--- config.mk ---
export PLATFORM = sky130hd
export DESIGN_NAME = video_timing_gen
export DESIGN_NICKNAME = d
export VERILOG_FILES = /design/src/rtl/video_timing_gen.sv
export SDC_FILE = /design/constraint.sdc
export NUM_CORES = 1
export LEC_CHECK = 0
export ABC_CLOCK_PERIOD_IN_PS = 3100
export CORE_MARGIN = 2
export CORE_UTILIZATION = 37
export DETAILED_ROUTE_END_ITERATION = 10
export GPL_TIMING_DRIVEN = 0
export PLACE_DENSITY_LB_ADDON = 0.05
export SYNTH_ARGS = -nofsm -noshare
export SYNTH_HDL_FRONTEND = slang
export SYNTH_SLANG_ARGS = --single-unit
--- constraint.sdc ---
create_clock -name clk_vid -period 3.1 [get_ports clk_vid]
set_input_delay 0.31 -clock clk_vid [delete_from_list [all_inputs] [get_ports clk_vid]]
set_output_delay 0.31 -clock clk_vid [all_outputs]
set_load 0.02 [all_outputs]
--- src/rtl/video_timing_gen.sv ---
// Raster timing generator: h/v counters with selectable 60/50 Hz frame totals,
// sync/blank decode, and VBL / line-compare pulses plus a frame parity bit.
module video_timing_gen #(
  parameter int unsigned HW       = 11,
  parameter int unsigned VW       = 10,
  parameter int unsigned H_TOTAL  = 912,
  parameter int unsigned H_VIS    = 704,
  parameter int unsigned H_SS     = 752,
  parameter int unsigned H_SE     = 816,
  parameter int unsigned V_TOT_60 = 262,
  parameter int unsigned V_VBS_60 = 240,
  parameter int unsigned V_SS_60  = 247,
  parameter int unsigned V_SE_60  = 250,
  parameter int unsigned V_TOT_50 = 312,
  parameter int unsigned V_VBS_50 = 288,
  parameter int unsigned V_SS_50  = 295,
  parameter int unsigned V_SE_50  = 298,
  parameter bit          SYNC_POL = 1'b0
) (
  input  logic          clk_vid,
  input  logic          reset,
  input  logic          ce_pix,
  input  logic          mode_50hz,
  input  logic [VW-1:0] line_cmp,
  output logic          hsync,
  output logic          vsync,
  output logic          hblank,
  output logic          vblank,
  output logic [HW-1:0] hpos,
  output logic [VW-1:0] vpos,
  output logic          mode_act,
  output logic          vbl_irq,
  output logic          line_irq,
  output logic          field
);

  logic [HW-1:0] hpos_q, hpos_d;
  logic [VW-1:0] vpos_q, vpos_d;
  logic          mode_act_q, mode_act_d;
  logic          field_q, field_d;
  logic          vbl_irq_q, vbl_irq_d;
  logic          line_irq_q, line_irq_d;

  logic [VW-1:0] v_tot, v_vbs, v_ss, v_se;
  logic          h_last, v_last;
  logic          hs_act, vs_act;

  // Vertical limits follow the standard latched at the last frame start.
  always_comb begin
    if (mode_act_q) begin
      v_tot = VW'(V_TOT_50);
      v_vbs = VW'(V_VBS_50);
      v_ss  = VW'(V_SS_50);
      v_se  = VW'(V_SE_50);
    end else begin
      v_tot = VW'(V_TOT_60);
      v_vbs = VW'(V_VBS_60);
      v_ss  = VW'(V_SS_60);
      v_se  = VW'(V_SE_60);
    end
  end

  assign h_last = (hpos_q >= HW'(H_TOTAL - 1));
  assign v_last = (vpos_q >= (v_tot - VW'(1)));

  always_comb begin
    hpos_d     = hpos_q;
    vpos_d     = vpos_q;
    mode_act_d = mode_act_q;
    field_d    = field_q;
    vbl_irq_d  = 1'b0;
    line_irq_d = 1'b0;
    if (ce_pix) begin
      if (h_last) begin
        hpos_d = '0;
        if (v_last) begin
          vpos_d     = '0;
          mode_act_d = mode_50hz;
          field_d    = ~field_q;
        end else begin
          vpos_d = vpos_q + VW'(1);
        end
        // Pulses key off the line being entered; an out-of-range line_cmp never matches.
        vbl_irq_d  = (vpos_d == v_vbs);
        line_irq_d = (vpos_d == line_cmp);
      end else begin
        hpos_d = hpos_q + HW'(1);
      end
    end
  end

  always_ff @(posedge clk_vid or posedge reset) begin
    if (reset) begin
      hpos_q     <= '0;
      vpos_q     <= '0;
      mode_act_q <= 1'b0;
      field_q    <= 1'b0;
      vbl_irq_q  <= 1'b0;
      line_irq_q <= 1'b0;
    end else begin
      hpos_q     <= hpos_d;
      vpos_q     <= vpos_d;
      mode_act_q <= mode_act_d;
      field_q    <= field_d;
      vbl_irq_q  <= vbl_irq_d;
      line_irq_q <= line_irq_d;
    end
  end

  assign hs_act = (hpos_q >= HW'(H_SS)) && (hpos_q < HW'(H_SE));
  assign vs_act = (vpos_q >= v_ss) && (vpos_q < v_se);

  assign hsync    = SYNC_POL ? hs_act : ~hs_act;
  assign vsync    = SYNC_POL ? vs_act : ~vs_act;
  assign hblank   = (hpos_q >= HW'(H_VIS));
  assign vblank   = (vpos_q >= v_vbs);
  assign hpos     = hpos_q;
  assign vpos     = vpos_q;
  assign mode_act = mode_act_q;
  assign field    = field_q;
  assign vbl_irq  = vbl_irq_q;
  assign line_irq = line_irq_q;

endmodule

==> flow_metrics.env <==
export IMPL_status="complete, no violations"
export IMPL_ir_worst_vdd_mv=0.2801
export IMPL_area_delta_synth_final_pct=28.42
export IMPL_antenna_found_initial=0
export IMPL_mappedNetlistArea_sq_mm=0.001928
export IMPL_p_leak_nw=1.045
export IMPL_via_per_inst=5.246
export IMPL_finalNetCount=301
export IMPL_critPathCaptureType="output pin"
export IMPL_ctsResizeCount=2
export IMPL_ant_nets=0
export IMPL_first_pass_iters=4
export IMPL_max_cap_viol_count=0
export IMPL_setup_violations_final=0
export IMPL_hpwl_um=3605
export IMPL_clock_latency_ns=0.28
export IMPL_grt_pass1_vias=1671
export IMPL_multi_input_comb_area_sq_mm=0.001194
export IMPL_core_rowCount=26
export IMPL_reg2reg_to="line_irq$_DFF_PP0_"
export IMPL_start_kind="flop"
export IMPL_power_density_mw_per_mm2=348.6
export IMPL_avgSynthCellArea_sq_um=8.383
export IMPL_finalHoldViolations=0
export IMPL_synth_nets=255
export IMPL_rrSetupSlack_ns=0.39
export IMPL_cp_data_arrival_time_ns=2.54
export IMPL_worst_path_max_fanout=7
export IMPL_tightestPinTransition_ns=1.011
export IMPL_grt_max_degree=26
export IMPL_coreArea_sq_mm=0.005075
export IMPL_hp_class="input pin to flop"
export IMPL_yosys_warnings=0
export IMPL_final_setup_tns_ns=0
export IMPL_worstRegToRegCells=8
export IMPL_postLayoutCoreUtil_pct=48.79
export IMPL_dp_cells=341
export IMPL_synth_ff_type="dfrtp_1"
export IMPL_async_reset_ff_share_pct=100.0
export IMPL_skew_ns=0.004059
export IMPL_cts_tree="built"
export IMPL_htree_levels=1
export IMPL_cts_buffer_depth=2
export IMPL_cts_root_buf="clkbuf_8"
export IMPL_initial_core_util_pct=37.99
export IMPL_antenna_cells=0
export IMPL_gp_congestion=0.7893
export IMPL_placement_io_buffers=41
export IMPL_drc_errors=0
export IMPL_fill_cells=509
export IMPL_die_area_sq_mm=0.005804
export IMPL_numCtsBuffers=3
export IMPL_synth_edff_count=0
export IMPL_cts_hold_buf=0
export IMPL_synth_seq_cells=25
export IMPL_netlist_instances=230
export IMPL_die_x_um=76.19
export IMPL_finalPower_mw=0.8633
export IMPL_min_to="hpos[0]$_DFFE_PP0P_"
export IMPL_drt_iter0_drc=100
export IMPL_via_count=1810
export IMPL_wl_per_cell_um=14.15
export IMPL_synth_seq_area_share_pct=32.45
export IMPL_required_ns=2.79
export IMPL_worstSetupPathType="flop to output pin"
export IMPL_fmax_mhz=351.3
export IMPL_synth_distinct_cells=48
export IMPL_fin_cells=345
export IMPL_yosys_area_top_type_share_pct=32.45
export IMPL_die_y_um=76.19
export IMPL_io_pins=43
export IMPL_grt_pass1_wl_um=8259
export IMPL_rsz0062_at_grt="false"
export IMPL_drive_gt1_share_pct=8.000
export IMPL_postCtsSetupRepairBufs=0
export IMPL_grt_overflow=0
export IMPL_grt_usage_pct=17.39
export IMPL_finalCriticalPeriod_ns=2.846
export IMPL_hold_worst_slack_ns=0.4157
export IMPL_hold_path_depth=2
export IMPL_seqCellArea_sq_um=626.9
export IMPL_fin_crit_sh_pct=91.82
export IMPL_regToRegStartpoint="vpos[1]$_DFFE_PP0P_"
export IMPL_synthTopCellsByArea="dfrtp_1, ha_1, o21ai_0, nand2_1, nor2_1"
export IMPL_slew_headroom_pct=32.50
export IMPL_hold_start="ce_pix"
export IMPL_synth_top_area_cell="dfrtp_1"
export IMPL_drv_slew=0
export IMPL_cts_sinks=25
export IMPL_clk_pin_slew_ns=0.10
export IMPL_wl_um=4881
==> how the worst max path moves through the flow <==
stage,start,to,cells after the start
2_1_floorplan,mode_act$_DFFE_PP0P_,mode_act$_DFFE_PP0P_,7
3_3_place_gp,mode_act$_DFFE_PP0P_,vblank,7
3_5_place_dp,mode_act$_DFFE_PP0P_,vblank,7
4_1_cts,mode_act$_DFFE_PP0P_,vblank,7
5_1_grt,mode_act$_DFFE_PP0P_,vblank,7
6_report,vpos[4]$_DFFE_PP0P_,vblank,7
==> logic make-up (layout without fill, tap and decap cells) <==
family | after synthesis | after routing | synth area share, %
adders and majority gates | 11 | 11 | 7.138
muxes | 4 | 4 | 2.206
xor gates and xnor gates | 16 | 16 | 7.982
buffers and inverters | 24 | 69 | 5.645
DFF | 25 | 25 | 32.45
and+or+nand+nor | 100 | 100 | 27.77
AOI/OAI and AO/OA | 50 | 50 | 16.81
==> worst max-delay path, cell delays in order, from the launching register on <==
cell and delay, ns:
dfrtp_1 0.53, inv_1 0.11, ha_1 0.35, or4b_2 0.59, o21ai_0 0.22, nand2_1 0.08
nand2_1 0.06, dlygate4sd2_1 0.32
==> metal layers <==
metal	up-vias	share of wire (%)	track usage, %
met1	852	53	26.66
met4	0	0.82	4.000
met5	-	0	0
li1	914	-	-
met3	4	3.7	2.488
met2	40	42	25.80
==> through the flow <==
step                      instance area, sq um  worst slack (ns)
after floorplan                           1928            0.6264
after global placement                    2426            0.2318
after detailed placement                  2426            0.2321
after CTS                                 2476            0.2689
after global routing                      2476            0.1210
final                                     2476            0.2536
==> Yosys cell counts, drive strengths merged, types with 3 or more instances <==
cell	instances
dfrtp	25
ha	11
nor2	22
nand2b	3
or3	3
buf	6
nor3	13
nand3	10
nand2	26
a21oi	8
nand4	6
o31ai	3
inv	12
a211oi	3
nor4b	3
xor2	8
xnor2	7
and3	3
o21ai	21
clkbuf	6
==> placed cells by master, fill, tap and decap left out, drive strengths merged, types with 3 or more instances in the layout <==
master          n
nor2           22
nand2b          3
nand2          26
xor2            8
o21ai          21
clkdlybuf4s50  40
ha             11
o31ai           3
nor4b           3
a211oi          3
nand3          10
and3            3
dfrtp          25
a21oi           8
or3             3
xnor2           7
inv            13
clkbuf          9
nor3           13
buf             6
nand4           6
==> where the power goes <==
group | total [mW] | switching [mW] | internal [mW]
clock | 0.218 | 0.124 | 0.0945
sequential | 0.403 | 0.0464 | 0.357
combinational | 0.242 | 0.127 | 0.115
==> flip-flops by register name, summed over array words and instances, names as in the netlist <==
signal	cells
mode_act	1
field	1
vpos	10
vbl_irq	1
line_irq	1
hpos	11
==> final cells by class <==
| type | count | area share, % |
|---|---|---|
| Tap cell | 70 | 3.537 |
| Inverter | 12 | 1.819 |
| Clock buffer | 3 | 1.668 |
| Sequential cell | 25 | 25.32 |
| Buffer | 12 | 2.577 |
| Multi-Input combinational cell | 181 | 48.21 |
| Timing Repair Buffer | 41 | 16.52 |
| Clock inverter | 1 | 0.3537 |
Power figures use the tool's default switching activity.
